File: config.mk
export PLATFORM = sky130hd
export DESIGN_NAME = fetch_redirect_arbiter_flat
export DESIGN_NICKNAME = d
export VERILOG_FILES = /design/src/rtl/fetch_redirect_arbiter_if.sv /design/src/rtl/fetch_redirect_arbiter.sv /design/src/flat_wrapper.sv
export SDC_FILE = /design/constraint.sdc
export NUM_CORES = 1
export LEC_CHECK = 0
export BUFFER_PORTS_ARGS = -buffer_cell sky130_fd_sc_hd__buf_2
export CAP_MARGIN = 0
export CORE_ASPECT_RATIO = 0.8
export CORE_MARGIN = 1.5
export CORE_UTILIZATION = 45
export CTS_BUF_LIST = sky130_fd_sc_hd__clkbuf_16
export DETAILED_ROUTE_END_ITERATION = 8
export GPL_TIMING_DRIVEN = 0
export PLACE_DENSITY = 0.8
export REMOVE_ABC_BUFFERS = 1
export SETUP_SLACK_MARGIN = 0.15
export SKIP_CTS_REPAIR_TIMING = 1
export SLEW_MARGIN = 40
export SYNTH_ARGS = -nofsm -noshare
export SYNTH_HDL_FRONTEND = slang
export SYNTH_SLANG_ARGS = --single-unit
File: constraint.sdc
create_clock -name clk -period 1.42 [get_ports clk]
set_input_delay 0.071 -clock clk [delete_from_list [all_inputs] [get_ports clk]]
set_output_delay 0.071 -clock clk [all_outputs]
set_load 0.05 [all_outputs]
File: src/rtl/fetch_redirect_arbiter_if.sv
// Store/execute/exception to fetch redirect bus: three packet offers in, one slot out.
interface fetch_redirect_arbiter_if #(
  parameter int unsigned PKT_W = 64
);
  localparam int unsigned N_REQ = 3;

  logic [N_REQ-1:0]       req_valid;
  logic [N_REQ*PKT_W-1:0] req_data;
  logic [N_REQ-1:0]       req_accept;
  logic                   can_receive;
  logic [PKT_W-1:0]       data;
  logic                   recv;
  logic                   flush;
  logic [1:0]             grant_ptr;

  modport master (
    output req_valid, req_data, recv, flush,
    input  req_accept, can_receive, data, grant_ptr
  );

  modport slave (
    input  req_valid, req_data, recv, flush,
    output req_accept, can_receive, data, grant_ptr
  );
endinterface

File: src/rtl/fetch_redirect_arbiter.sv
// Single-slot arbiter feeding fetch: exception requester has absolute priority,
// store and execute requesters share round-robin.
module fetch_redirect_arbiter #(
  parameter int unsigned PKT_W = 64
) (
  input  logic                     clk,
  input  logic                     reset,
  fetch_redirect_arbiter_if.slave  bus
);
  localparam int unsigned N_REQ = 3;

  typedef enum logic {
    ST_EMPTY = 1'b0,
    ST_FULL  = 1'b1
  } state_e;

  state_e           state_q, state_d;
  logic [PKT_W-1:0] data_q, data_d;
  logic [1:0]       ptr_q, ptr_d;

  logic             slot_free;
  logic             capture;
  logic [1:0]       win_idx;
  logic [N_REQ-1:0] win_oh;
  logic [PKT_W-1:0] win_data;
  logic             rr_first;

  always_comb begin
    // pointer value 2 is never produced, but is folded onto requester 0 anyway
    rr_first = (ptr_q == 2'd1);
    win_idx  = 2'd0;
    if (bus.req_valid[2]) begin
      win_idx = 2'd2;
    end else if (bus.req_valid[rr_first]) begin
      win_idx = {1'b0, rr_first};
    end else begin
      win_idx = {1'b0, ~rr_first};
    end

    slot_free = (state_q == ST_EMPTY) || bus.recv;
    capture   = (|bus.req_valid) && slot_free && !bus.flush && !reset;

    win_oh = '0;
    if (capture) begin
      win_oh[win_idx] = 1'b1;
    end

    case (win_idx)
      2'd1:    win_data = bus.req_data[PKT_W +: PKT_W];
      2'd2:    win_data = bus.req_data[2*PKT_W +: PKT_W];
      default: win_data = bus.req_data[0 +: PKT_W];
    endcase
  end

  always_comb begin
    state_d = state_q;
    data_d  = data_q;
    ptr_d   = ptr_q;
    if (reset) begin
      state_d = ST_EMPTY;
      data_d  = '0;
      ptr_d   = '0;
    end else if (bus.flush) begin
      state_d = ST_EMPTY;
    end else if (capture) begin
      state_d = ST_FULL;
      data_d  = win_data;
      if (win_idx != 2'd2) begin
        ptr_d = (win_idx == 2'd0) ? 2'd1 : 2'd0;
      end
    end else if (state_q == ST_FULL && bus.recv) begin
      state_d = ST_EMPTY;
    end
  end

  always_ff @(posedge clk) begin
    state_q <= state_d;
    data_q  <= data_d;
    ptr_q   <= ptr_d;
  end

  assign bus.req_accept  = win_oh;
  assign bus.can_receive = (state_q == ST_FULL);
  assign bus.data        = data_q;
  assign bus.grant_ptr   = ptr_q;
endmodule

File: src/flat_wrapper.sv
// flat-port wrapper written by rule: the top's interface ports become plain ports
module fetch_redirect_arbiter_flat 
#(
  parameter int unsigned PKT_W = 64
)
  (clk, reset, bus_req_valid, bus_req_data, bus_recv, bus_flush, bus_req_accept, bus_can_receive, bus_data, bus_grant_ptr);
  fetch_redirect_arbiter_if #(.PKT_W(PKT_W)) bus_i ();
  input  logic clk;
  input  logic reset;
  input wire logic [$bits(bus_i.req_valid)-1:0] bus_req_valid;
  input wire logic [$bits(bus_i.req_data)-1:0] bus_req_data;
  input wire logic [$bits(bus_i.recv)-1:0] bus_recv;
  input wire logic [$bits(bus_i.flush)-1:0] bus_flush;
  output wire logic [$bits(bus_i.req_accept)-1:0] bus_req_accept;
  output wire logic [$bits(bus_i.can_receive)-1:0] bus_can_receive;
  output wire logic [$bits(bus_i.data)-1:0] bus_data;
  output wire logic [$bits(bus_i.grant_ptr)-1:0] bus_grant_ptr;
  assign bus_i.req_valid = bus_req_valid;
  assign bus_i.req_data = bus_req_data;
  assign bus_i.recv = bus_recv;
  assign bus_i.flush = bus_flush;
  assign bus_req_accept = bus_i.req_accept;
  assign bus_can_receive = bus_i.can_receive;
  assign bus_data = bus_i.data;
  assign bus_grant_ptr = bus_i.grant_ptr;
  fetch_redirect_arbiter #(.PKT_W(PKT_W)) u_core (.clk(clk), .reset(reset), .bus(bus_i));
endmodule
After elaboration in Yosys (flattened, before gate mapping)

Cells that the tools add are included.

Register bits: 67

Eq/ne operators: 4
Multiplexer cells: 11
Magnitude comparators: 3
Bitwise gates (word level): 3
Reductions and logical operators: 14

Operators by type and width:

| operator                                                                             | count |
|---|---|
| 64-bit one-hot mux with 2 select lines                                               | 1 |
| 1-bit two-way mux                                                                    | 7 |
| 1-bit logical AND                                                                    | 5 |
| 2-bit by 1-bit equality test with 1-bit output (second input constant)               | 2 |
| 1-bit by 3-bit less-than comparator with 1-bit output (second input constant)        | 1 |
| 2-bit by 3-bit less-than comparator with 1-bit output (second input constant)        | 1 |
| 3-bit two-way mux                                                                    | 1 |
| 1-bit inverter                                                                       | 3 |
| 3-bit AND reduction                                                                  | 1 |
| 3-bit OR reduction                                                                   | 1 |
| 1-bit demux with 2-bit select                                                        | 1 |
| 2-bit equality test (second input constant)                                          | 1 |
| 2-bit by 1-bit greater-or-equal comparator with 1-bit output (second input constant) | 1 |
| 1-bit zero test                                                                      | 2 |
| 2-bit zero test                                                                      | 1 |
| 2-bit two-way mux                                                                    | 1 |
| 2-bit inequality test (second input constant)                                        | 1 |
| 2-bit AND reduction                                                                  | 1 |
| 2-bit nonzero test                                                                   | 1 |
| 2-bit OR reduction                                                                   | 1 |
| 1-bit logical OR                                                                     | 1 |

Logic depth before layout (Yosys ltp)

Word-level depth: 10
Gate-level depth with buffers: 6

Worst setup path after synthesis

Ideal clock, no wire load.

Path type: reg-to-output
Start: register u_core.state_q, in the netlist u_core.bus.can_receive
End: output bus_req_accept[0]
Path buffers: 1
Arrival: 1.639 ns
Path slack: -0.290 ns
Data required time: 1.349 ns
Cell stages (with the launch flop): 5
Cells stage by stage: dfxtp_1 > nand2b_1 > buf_2 > nand4b_1 > nor2_1

Longest elaborated chain between the ends: 6

RTL lines:

| what                            | RTL line                     | RTL |
|---|---|---|
| from (decl)                     | fetch_redirect_arbiter.sv:17 | `state_e state_q, state_d;` |
| from (signal assigned)          | fetch_redirect_arbiter.sv:77 | `state_q <= state_d;` |
| 1-bit inverter                  | fetch_redirect_arbiter.sv:40 | `slot_free = (state_q == ST_EMPTY) \|\| bus.recv;` |
| 1-bit logical OR                | fetch_redirect_arbiter.sv:40 |  |
| 1-bit logical AND (3 in series) | fetch_redirect_arbiter.sv:41 | `capture = (\|bus.req_valid) && slot_free && !bus.flush && !reset;` |
| 3-bit two-way mux               | fetch_redirect_arbiter.sv:44 | `if (capture) begin` |
| to (decl)                       | flat_wrapper.sv:14           | `output wire logic [$bits(bus_i.req_accept)-1:0] bus_req_accept;` |

Every way passes these cells.

Final worst setup path

Ends and elaborated chain as after synthesis.

==> impl_metrics.py <==
metrics = {
    "clocking": {
        "cts_sinks": 66,
        "clockRootBuffer": "clkbuf_16",
        "clkSlewWorstSetupHoldPaths_ns": 0.06,
        "clockBufferDepth": 2,
        "cts_tree": "done",
        "clock_latency_ns": 0.33,
        "numCtsBuffers": 9,
        "h-tree-depth": 3,
    },
    "routing": {
        "dr.pass1.iters": 6,
        "maxUsedRoutingLayer": "met4",
        "met2WireLength_um": 11300,
        "drtIter0Drc": 974,
        "ant_nets": 0,
        "vias_per_cell": 7.15,
        "wl_met1_um": 8600,
        "wl_met3_um": 3270,
        "drcViolationCount": 0,
        "vias": 6897,
        "wire_per_inst_um": 25.5,
        "wl_um": 24500,
    },
    "synthesis": {
        "ys_types": 25,
        "synth_edf_count": 0,
        "syn_inst": 570,
        "post-synth-top-area-cell": "dfxtp_1",
        "ys_seq_area_share_pct": 28.0,
        "ys_ff_latch": 66,
        "synth_warnings": 0,
        "synthTopCellsByArea": "dfxtp_1 (28%), o311ai_0 (10%), a211oi_1 (10%)",
        "synth_most_common_cell": "nand2b_1",
        "ys.flop_type": "dfxtp_1",
        "ys_async_sr_fraction_pct": 0,
        "synth_top_area_share_pct": 28.0,
        "synthesis.area_um2": 4720,
        "synth.cells.most_frequent": "nand2b_1 (67), dfxtp_1 (66), nor4_1 (65)",
        "avgSynthCellArea_um2": 8.29,
    },
    "floorplanning": {
        "rows": 33,
        "ios": 269,
        "initial_core_util_pct": 46.1,
        "chipHeight_um": 94.6,
        "die_width_um": 118,
        "core_area_um2": 10200,
        "die_area_um2": 11100,
    },
    "run_status": {
        "violations": "negative setup slack",
        "status": "complete, but fails checks",
    },
    "sta": {
        "fmax_mhz": 599,
        "finalCriticalPeriod_ns": 1.67,
        "rsz0062_at_grt": "true",
        "setup_slack_ns": -0.249,
        "setup_violations": 37,
        "worst_pin_slew_ns": 0.726,
        "period_share_pct": 118,
        "relSlewSlack_pct": 51.6,
        "skew_ns": 0.00751,
        "final-hold-violation-count": 0,
        "report.final.slew_viol_count": 0,
    },
    "grt": {
        "grt_pass1_wl_um": 28900,
        "grt_use_total_pct": 31.7,
        "grt_pass1_vias": 5813,
        "grt-ovfl-total": 0,
        "grt_max_degree": 106,
        "antenna_found_initial": 0,
    },
    "power": {
        "power_leakage_nw": 2.97,
        "p_per_area_nw_per_um2": 866,
        "peakVddDrop_uv": 510,
    },
    "worst_setup_path": {
        "crit_type": "flip-flop to output port",
        "end_kind": "output port",
        "arrival_ns": 1.60,
        "slowest_stage": "dfxtp_4",
        "cp_cell_sequence": "buf_6, nand2b_4, buf_16, nand4b_1, nor2_2, buf_6",
        "cpMostUsedCell": "buf_6",
        "critPathLaunchType": "flip-flop",
        "worstPathRequired_ns": 1.35,
        "critical-path-max-stage-delay_ns": 0.36,
        "path_max_fanout": 5,
    },
    "cells_and_area": {
        "antenna_cells": 0,
        "drive_above_1_share_pct": 47.7,
        "area_growth_pct": 54.5,
        "final_area_um2": 7300,
        "layout.nets": 1019,
        "fin_cells": 964,
        "fillers": 763,
    },
    "placement": {
        "numPortBuffers": 267,
        "gp_congestion": 0.772,
        "place_hpwl_um": 12400,
        "dpl.cell_count": 896,
        "placed_cell_area_um2": 6130,
        "pre_cts_ws_ns": -0.811,
    },
    "min_path": {
        "hp-class": "input pin to flip-flop",
    },
    "run": {
        "cap_violations": 0,
    },
}
==> sequential cells by signal, summed over array words and instances, names as in the netlist <==
register                flops
u_core.bus.data            64
u_core.bus.grant_ptr        1
u_core.bus.can_receive      1
==> critical path: cells and delay by family (launching register included) <==
family,cells,cell delay (ns)
AND/OR/NAND/NOR,3,0.46
buffers and inverters,3,0.43
flip-flops,1,0.36
==> layout make-up <==
cell class / count / area, um2 / share of cell area (%)
multi-input combinational: 409 / 3160 / 43.3
timing repair buffer: 332 / 2370 / 32.5
sequential: 66 / 1330 / 18.2
clock buffer: 9 / 225 / 3.09
tap: 140 / 175 / 2.40
clock inverter: 6 / 26.3 / 0.360
inverter: 2 / 8.76 / 0.120
==> routing by layer <==
metal  global-route usage (%)  vias to the layer above
met2                     54.4                      669
met1                     39.0                     3198
met5                        0                        -
li1                         -                     2870
met4                     14.8                        0
met3                     6.16                      160
==> stage by stage <==
stage,utilization [%],hold WS (ns),TNS (ns),total power (W)
3_3_place_gp,55.5,0.320,-243.12,0.00383
4_1_cts,62.3,0.00117,-22.37,0.00592
3_5_place_dp,59.9,0.345,-35.59,0.00399
6_report,71.3,0.0400,-1.71,0.00632
2_1_floorplan,-,0.150,-128.60,0.00315
5_1_grt,71.3,0.0377,-3.72,0.00651
==> power by group <==
| part | switching [W] | leakage [nW] | total, W | internal [W] |
|---|---|---|---|---|
| Sequential | 0.0000821 | 0.546 | 0.00209 | 0.00201 |
| Combinational | 0.00145 | 2.29 | 0.00226 | 0.000811 |
| Clock | 0.000822 | 0.131 | 0.00197 | 0.00114 |
| Total | 0.00236 | 2.97 | 0.00632 | 0.00396 |
==> placed cells by master (no fill, tap or decap), types with 19 or more instances in the layout <==
master / instances
nand4_1: 64
nand2b_1: 64
dfxtp_1: 64
a211oi_1: 44
nor4_1: 58
clkbuf_16: 19
o311ai_0: 50
buf_2: 262
buf_4: 23
o31ai_1: 63
==> path summary, 6_finish.rpt <==
kind                          startpoint                      end  slack [ns]  cells after the start
setup reg to reg  u_core.bus.can_receive       u_core.bus.data[4]       -0.12                      5
setup / recovery  u_core.bus.can_receive        bus_req_accept[0]       -0.25                      6
hold / removal                     reset  u_core.bus.grant_ptr[0]        0.04                      2
hold reg to reg      u_core.bus.data[41]      u_core.bus.data[41]        0.48                      2
==> cell families (layout without fill, tap and decap cells) <==
family | count (synthesis) | count (layout) | synth area share, %
AND/OR/NAND/NOR | 207 | 214 | 27.6
AO/OA/AOI/OAI | 194 | 194 | 32.5
buffers and inverters | 102 | 349 | 11.8
flip-flops | 66 | 66 | 28.0
other | 1 | 1 | 0.0794
Note: power is estimated with default switching activity, not from simulation.
